## src/rtl/rv_iommu_wsi_gen.sv

```systemverilog
// rv_iommu_wsi_gen: maps N_SRC interrupt causes onto N_INT_VEC wires.
// Each cause is routed by its vector index, and causes that share a wire are ORed.
// Wires can be driven as a registered level, or as a fixed-width pulse that is
// followed by a programmable holdoff gap.
// Optional feature macro: RV_IOMMU_WSI_PULSE_EN. When it is undefined, only
// level mode is built, mode_i/holdoff_i are ignored and busy_o is 0.
//
// Per-wire FSM in pulse mode (state visible through busy_o = state != IDLE):
//   IDLE  -> PULSE on a rising request edge.
//   PULSE -> HOLD after PULSE_W cycles. If holdoff is 0, it goes straight to
//            PULSE (when an edge was missed) or to IDLE.
//   HOLD  -> PULSE if an edge was missed, else IDLE, after holdoff cycles.
// Rising edges that arrive in PULSE/HOLD collapse into one "missed" re-fire.
module rv_iommu_wsi_gen #(
  parameter int N_SRC     = 4,
  parameter int N_INT_VEC = 16,
  parameter int VEC_W     = 4,
  parameter int PULSE_W   = 4,
  parameter int HOLD_W    = 8
) (
  input  logic                     clk_i,
  input  logic                     rst_i,
  input  logic [N_SRC-1:0]         src_pend_i,
  input  logic [N_SRC-1:0]         src_en_i,
  input  logic [N_SRC*VEC_W-1:0]   ivec_i,
  input  logic                     mode_i,
  input  logic [HOLD_W-1:0]        holdoff_i,
  output logic [N_INT_VEC-1:0]     wsi_wires_o,
  output logic [N_INT_VEC-1:0]     busy_o
);

  logic [N_INT_VEC-1:0] req;
  logic [N_INT_VEC-1:0] wire_q;

  assign wsi_wires_o = wire_q;

  // Per-wire request: OR of enabled pending causes whose index selects the wire.
  // An index >= N_INT_VEC matches no wire.
  always_comb begin
    req = '0;
    for (int w = 0; w < N_INT_VEC; w++) begin
      for (int k = 0; k < N_SRC; k++) begin
        if (src_pend_i[k] && src_en_i[k] &&
            (int'(ivec_i[k*VEC_W +: VEC_W]) == w)) begin
          req[w] = 1'b1;
        end
      end
    end
  end

`ifdef RV_IOMMU_WSI_PULSE_EN

  localparam int CNT_W = ($clog2(PULSE_W) > HOLD_W) ? $clog2(PULSE_W) : HOLD_W;
  localparam logic [CNT_W-1:0] PULSE_LOAD = CNT_W'(PULSE_W - 1);

  typedef enum logic [1:0] {
    ST_IDLE  = 2'd0,
    ST_PULSE = 2'd1,
    ST_HOLD  = 2'd2
  } wsi_state_e;

  wsi_state_e           state_q [N_INT_VEC];
  wsi_state_e           state_d [N_INT_VEC];
  logic [CNT_W-1:0]     cnt_q   [N_INT_VEC];
  logic [CNT_W-1:0]     cnt_d   [N_INT_VEC];
  logic [N_INT_VEC-1:0] missed_q, missed_d;
  logic [N_INT_VEC-1:0] req_q;
  logic [N_INT_VEC-1:0] wire_d;
  logic [N_INT_VEC-1:0] rise;
  logic                 mode_q;
  logic                 mode_chg;

  assign rise     = req & ~req_q;
  assign mode_chg = mode_i ^ mode_q;

  // Per-wire next state. A mode change or level mode parks every FSM in IDLE.
  always_comb begin
    wire_d = '0;
    for (int w = 0; w < N_INT_VEC; w++) begin
      state_d[w]  = state_q[w];
      cnt_d[w]    = cnt_q[w];
      missed_d[w] = missed_q[w];
      if (mode_chg || !mode_i) begin
        state_d[w]  = ST_IDLE;
        cnt_d[w]    = '0;
        missed_d[w] = 1'b0;
      end else begin
        case (state_q[w])
          ST_IDLE: begin
            if (rise[w]) begin
              state_d[w] = ST_PULSE;
              cnt_d[w]   = PULSE_LOAD;
            end
          end
          ST_PULSE: begin
            if (cnt_q[w] == '0) begin
              if (holdoff_i == '0) begin
                if (missed_q[w] || rise[w]) begin
                  state_d[w]  = ST_PULSE;
                  cnt_d[w]    = PULSE_LOAD;
                  missed_d[w] = 1'b0;
                end else begin
                  state_d[w] = ST_IDLE;
                end
              end else begin
                // holdoff is captured here only; later changes do not stretch the gap
                state_d[w]  = ST_HOLD;
                cnt_d[w]    = CNT_W'(holdoff_i) - CNT_W'(1);
                missed_d[w] = missed_q[w] | rise[w];
              end
            end else begin
              cnt_d[w]    = cnt_q[w] - CNT_W'(1);
              missed_d[w] = missed_q[w] | rise[w];
            end
          end
          ST_HOLD: begin
            if (cnt_q[w] == '0) begin
              // an edge on the exit cycle counts as missed
              if (missed_q[w] || rise[w]) begin
                state_d[w]  = ST_PULSE;
                cnt_d[w]    = PULSE_LOAD;
                missed_d[w] = 1'b0;
              end else begin
                state_d[w] = ST_IDLE;
              end
            end else begin
              cnt_d[w]    = cnt_q[w] - CNT_W'(1);
              missed_d[w] = missed_q[w] | rise[w];
            end
          end
          default: begin
            state_d[w] = ST_IDLE;
            cnt_d[w]   = '0;
          end
        endcase
      end
      if (!mode_chg) begin
        wire_d[w] = mode_i ? (state_d[w] == ST_PULSE) : req[w];
      end
    end
  end

  // State, counters, edge history and registered wires.
  always_ff @(posedge clk_i or posedge rst_i) begin
    if (rst_i) begin
      for (int w = 0; w < N_INT_VEC; w++) begin
        state_q[w] <= ST_IDLE;
        cnt_q[w]   <= '0;
      end
      missed_q <= '0;
      req_q    <= '0;
      wire_q   <= '0;
      mode_q   <= 1'b0;
    end else begin
      for (int w = 0; w < N_INT_VEC; w++) begin
        state_q[w] <= state_d[w];
        cnt_q[w]   <= cnt_d[w];
      end
      missed_q <= missed_d;
      req_q    <= req;
      wire_q   <= wire_d;
      mode_q   <= mode_i;
    end
  end

  // busy reflects a non-IDLE FSM; always 0 in level mode since FSMs are parked.
  always_comb begin
    for (int w = 0; w < N_INT_VEC; w++) begin
      busy_o[w] = (state_q[w] != ST_IDLE);
    end
  end

`else

  logic unused_cfg;
  assign unused_cfg = ^{mode_i, holdoff_i};
  assign busy_o     = '0;

  // Level-only build: wires follow the request with one cycle of latency.
  always_ff @(posedge clk_i or posedge rst_i) begin
    if (rst_i) begin
      wire_q <= '0;
    end else begin
      wire_q <= req;
    end
  end

`endif

endmodule

```

## config.mk

```make
export PLATFORM = sky130hd
export DESIGN_NAME = rv_iommu_wsi_gen
export DESIGN_NICKNAME = d
export VERILOG_FILES = /design/src/rtl/rv_iommu_wsi_gen.sv
export SDC_FILE = /design/constraint.sdc
export NUM_CORES = 1
export LEC_CHECK = 0
export CAP_MARGIN = 20
export CORE_ASPECT_RATIO = 0.6
export CORE_UTILIZATION = 41
export DETAILED_ROUTE_END_ITERATION = 8
export PLACE_DENSITY = 0.95
export SLEW_MARGIN = 20
export SYNTH_ARGS = -nofsm -noshare
export SYNTH_HDL_FRONTEND = slang
export SYNTH_SLANG_ARGS = --single-unit
```

## constraint.sdc

```tcl
create_clock -name clk_i -period 1.8 [get_ports clk_i]
set_clock_uncertainty 0.2 [all_clocks]
set_input_delay 0.45 -clock clk_i [delete_from_list [all_inputs] [get_ports clk_i]]
set_output_delay 0.45 -clock clk_i [all_outputs]
set_load 0.02 [all_outputs]
```

==> metrics.yaml, run 1 <==
placed_design:
  dpl_worst_slack_ns: -0.3338
  gp_congestion: 0.8427
  dpl-instance-area_sq_mm: 0.001788
  io_buffers: 41
  dpl.hpwl_mm: 2.929
finish:
  drive_above_1_share_pct: 21.67
  diodes: 0
  fin_util_pct: 71.48
  design_area_sq_mm: 0.001866
  area.growth.synth_to_final_pct: 58.28
  layout.nets: 239
  largest_reg_flops: 16
  fillers: 206
synth:
  synthTopCellsByArea: "dfrtp_1 (34%), buf_4 (10%), a22oi_1 (6.4%)"
  synth_ff_type: "dfrtp_1"
  syn_area_sq_mm: 0.001179
  synth_area_leader_cell: "dfrtp_1"
  yosysUniqueCellTypes: 31
  ys_seq_area_share_pct: 33.97
  syn_area_per_cell_sq_um: 9.066
  synthTopCellsByCount: "buf_4 (16), dfrtp_1 (16), nand2_1 (12), nor2b_1 (12), a22oi_1 (10)"
  yosys_warnings: 0
  synth_top_area_share_pct: 33.97
  ys_ff_latch: 16
  synth-edff-count: 0
  synthCells: 130
  async_flop_share_pct: 100.0
clock_tree:
  clkTransAtPathRegs_ns: 0.06
  cts_hold_buf: 0
  numCtsBuffers: 3
  numClockSinks: 16
  htree_levels: 1
  clockBufferDepth: 2
  tritoncts: "yes"
  root_buffer: "clkbuf_8"
timing:
  hold_viol_final: 0
  drv_slew: 0
  setup_ws_ns: 0.03323
  rsz0062_at_grt: "false"
  min_period_over_period_pct: 98.15
  period_minus_slack_ns: 1.767
  slew-limit-headroom_pct: 64.41
  whs_ns: 0.3480
  fmax_mhz: 566.0
  tightest_slew_ns: 0.5332
  finalSetupViolations: 0
critical_path:
  crit_slowest_cell: "clkdlybuf4s50_1"
  cp.required_ns: 1.71
  critical_path.startpoint_type: "primary input"
  crit_chain: "clkdlybuf4s50_1 > buf_4 > nand4_1 > o32ai_1 > or3_1"
  crit_type: "in2reg"
  crit_buf_inv: 2
  cp_top_family: "buffers and inverters"
  crit_path_end_kind: "flip-flop"
  arrival_ns: 1.68
  cpPeakStageDelay_ns: 0.43
  path_max_fanout: 4
global_routing:
  grt_pass1_vias: 1226
  grt_max_degree: 17
  grt_util_all_layers_pct: 23.58
  grt_pass1_wl_mm: 5.437
  antenna_found_initial: 0
  overflow: 0
floorplanning:
  core-area_sq_mm: 0.002610
  die_h_um: 43.53
  start_util_pct: 45.16
  rows: 14
  die_width_um: 71.22
  ios: 67
  die_area_sq_mm: 0.003100
routing:
  postRouteAntennaNets: 0
  dr.pass1.iters: 8
  via_per_inst: 5.591
  drtIter0Drc: 69
  wl_mm: 3.575
  drt-wirelength-per-cell_um: 15.21
  vias: 1314
  drc: 4
run_status:
  outcome: "finished, violations left"
  violations: "design-rule violations"
pwr:
  internal-power_uw: 696.1
  power_density_mw_per_mm2: 512.6
  p_comb_share_pct: 29.1
  peakVddDrop_uv: 280.4
  seqPwrFrac_pct: 39.3
  p_sw_share_pct: 27.21
  p_sw_uw: 260.2
  pwr-share-clk_pct: 31.7
  leakage_uw: 0.001035
  total_power_uw: 956.2
run:
  cap_violations: 0
worst_hold_path:
  min_path_type: "in2async"
-- cell type report --
class                   instances  area, sq um  area share, %
multi-input cells             110        719.4          38.56
clock buffers                   4        55.05          2.951
well taps                      32        40.04          2.146
inverters                       1        3.754         0.2012
flip-flops and latches         16        400.4          21.46
repair buffers                 72        646.9          34.67
-- layout by cell type (no fill, tap or decap), drive strengths merged, types with 6 or more instances in the layout --
cell type / n
a22oi: 10
conb: 16
nand4: 6
clkdlybuf4s50: 11
buf: 31
dlygate4sd2: 19
dfrtp: 16
dlymetal6s2s: 11
and4b: 7
nand2: 12
nand2b: 6
nor2b: 12
-- stage by stage --
| stage | TNS (ns) | cells |
|---|---|---|
| after CTS | -0.01277 | 235 |
| after detailed placement | -3.158 | 231 |
| after global routing | 0 | 235 |
| final | 0 | 235 |
| after global placement | -2.580 | 231 |
| after floorplan | 0 | 145 |
-- routing by layer --
| metal | vias to the layer above | wire, um | track usage (%) |
|---|---|---|---|
| li1 | 607 | - | - |
| met5 | - | 0 | 0 |
| met3 | 9 | 393 | 4.186 |
| met2 | 92 | 1671 | 40.76 |
| met1 | 606 | 1444 | 28.70 |
| met4 | 0 | 65 | 12.80 |
-- final timing paths --
check | startpoint | to | cells after the start
max in group asynchronous | rst_i | wsi_wires_o[9] | 2
min in group clk_i | ivec_i[10] | wsi_wires_o[14] | 4
hold / removal | rst_i | wsi_wires_o[10] | 2
setup / recovery | src_en_i[0] | wsi_wires_o[3] | 5
-- power groups by stage --
stage	clock network [uW]	registers, uW	logic (uW)
after CTS	305	376	273
after global routing	334	377	297
final	303	375	278
after detailed placement	0	383	284
after global placement	0	382	271
after floorplan	0	400	125
-- cells by family (layout without fill, tap and decap cells) --
family          count (synthesis)  after routing  synth area share (%)
flops                          16             16                 33.97
simple gates                   69             69                 37.05
compound gates                 25             25                 17.30
other cells                     1             16                0.3182
buf+inv                        19             77                 11.36
-- timing repair --
action                     4_1_cts  5_1_grt
resized for setup               20       15
pin swaps                        1        6
setup buffers                    0        0
setup endpoints to repair       17        7
(Power assumes the default switching activity.)
==> run 2, diff against run 1 <==
--- a/config.mk
+++ b/config.mk
@@ -10,6 +10,7 @@
 export CORE_UTILIZATION = 41
 export DETAILED_ROUTE_END_ITERATION = 8
 export PLACE_DENSITY = 0.95
+export RECOVER_POWER = 50
 export SLEW_MARGIN = 20
 export SYNTH_ARGS = -nofsm -noshare
 export SYNTH_HDL_FRONTEND = slang
==> metrics.yaml, run 2 (synthesized netlist as in run 1, its figures left out) <==
placed_design:
  dpl-instance-area_sq_mm: 0.001788
  dpl.hpwl_mm: 2.929
  place_inst: 231
  gp_congestion: 0.8427
  io_buffers: 41
  dpl_worst_slack_ns: -0.3338
global_routing:
  grt_busiest_layer: "met2"
  grt_max_degree: 17
  grt.met1_usage_pct: 28.70
  overflow: 0
  antenna_found_initial: 0
  met3_usage_pct: 4.186
  grt_pass1_wl_mm: 5.437
  grt_pass1_vias: 1226
  grt_use_met2_pct: 40.76
  grt_util_all_layers_pct: 23.58
clock_tree:
  numCtsBuffers: 3
  tritoncts: "yes"
  clockBufferDepth: 2
  numClockSinks: 16
  clkTransAtPathRegs_ns: 0.06
  root_buffer: "clkbuf_8"
  htree_levels: 1
finish:
  layout.nets: 239
  drive_above_1_share_pct: 21.67
  layout.cells.non_filler: 235
  final_common_cell: "buf_4"
  largest_reg_flops: 16
  layout_common_cells: "buf_4 (31), dlygate4sd2_1 (19), conb_1 (16), dfrtp_1 (16)"
  design_area_sq_mm: 0.001866
  area.growth.synth_to_final_pct: 58.28
  diodes: 0
run_status:
  outcome: "finished, violations left"
  violations: "design-rule violations"
pwr:
  peakVddDrop_uv: 280.4
  power_density_mw_per_mm2: 511.9
  total_power_uw: 954.9
  leakage_uw: 0.001035
floorplanning:
  start_util_pct: 45.16
  ios: 67
  rows: 14
  die_h_um: 43.53
  die_width_um: 71.22
  die_area_sq_mm: 0.003100
  core-area_sq_mm: 0.002610
timing:
  hold_viol_final: 0
  tightest_slew_ns: 0.5328
  rsz0062_at_grt: "false"
  fmax_mhz: 564.8
  slew-limit-headroom_pct: 64.44
  setup_ws_ns: 0.02959
  drv_slew: 0
  finalSetupViolations: 0
  period_minus_slack_ns: 1.770
  whs_ns: 0.4853
  min_period_over_period_pct: 98.36
worst_hold_path:
  min_path_type: "in2async"
routing:
  via_per_inst: 5.579
  drtIter0Drc: 69
  drc: 4
  drt-wirelength-per-cell_um: 15.15
  dr.pass1.iters: 8
  vias: 1311
  postRouteAntennaNets: 0
  wl_mm: 3.560
critical_path:
  arrival_ns: 1.68
  crit_chain: "clkdlybuf4s50_1 > buf_4 > nand4_1 > o32ai_1 > or3_1"
  cp.required_ns: 1.71
  path_max_fanout: 4
  crit_type: "in2reg"
  crit_slowest_cell: "clkdlybuf4s50_1"
  cpPeakStageDelay_ns: 0.43
  cp-startpoint: "src_en_i[0]"
  crit_path_end_kind: "flip-flop"
  critical_path.startpoint_type: "primary input"
run:
  cap_violations: 0
[run 2: changes by cell type in the layout (fill, tap and decap cells not counted), sizes merged]
cell / change
clkdlybuf4s50: -1
dlygate4sd3: +1
[run 2: critical path, delay by kind of cell]
kind | cells | cell delay, ns
buffers and inverters | 2 | 0.58
AND/OR/NAND/NOR | 2 | 0.52
AO/OA/AOI/OAI | 1 | 0.13
[run 2: area by class of cell]
cell class              count  area, sq um
clock buffers               4        55.05
fillers                   206        744.5
inverters                   1        3.754
multi-input cells         110        719.4
flip-flops and latches     16        400.4
well taps                  32        40.04
repair buffers             72        646.9
[run 2: metrics by stage]
step / util, % / TNS, ns
5_1_grt: 71.48 / 0
6_report: 71.48 / 0
4_1_cts: 69.80 / -0.01277
2_1_floorplan: - / 0
3_3_place_gp: 68.50 / -2.580
3_5_place_dp: 68.50 / -3.158
[run 2: where the power goes]
group | leakage, uW | switching [uW] | total (uW) | internal (uW)
clock network | 0.0000288 | 108 | 302 | 194
logic | 0.000787 | 148 | 278 | 129
registers | 0.000220 | 2.69 | 375 | 373
[run 2: routing by layer]
layer  up-vias  part of all wire [%]
met3         9                    10
met2        85                    47
li1        607                     -
met4         0                   1.8
met5         -                     0
met1       610                    41
[run 2: worst max path at each step]
stage | end | slack [ns]
floorplan | wsi_wires_o[12] | 0.31
global placement | wsi_wires_o[12] | -0.26
detailed placement | wsi_wires_o[12] | -0.33
CTS | wsi_wires_o[12] | -0.01
global route | wsi_wires_o[5] | 0.008
finish | wsi_wires_o[3] | 0.03
[run 2: what timing repair did]
item / 4_1_cts / 5_1_grt
setup buffers: 0 / 0
hold buffers: 0 / 0
setup endpoints to repair: 17 / 7
pin swaps: 1 / 6
gates resized for setup: 20 / 15
cloned: 0 / 0
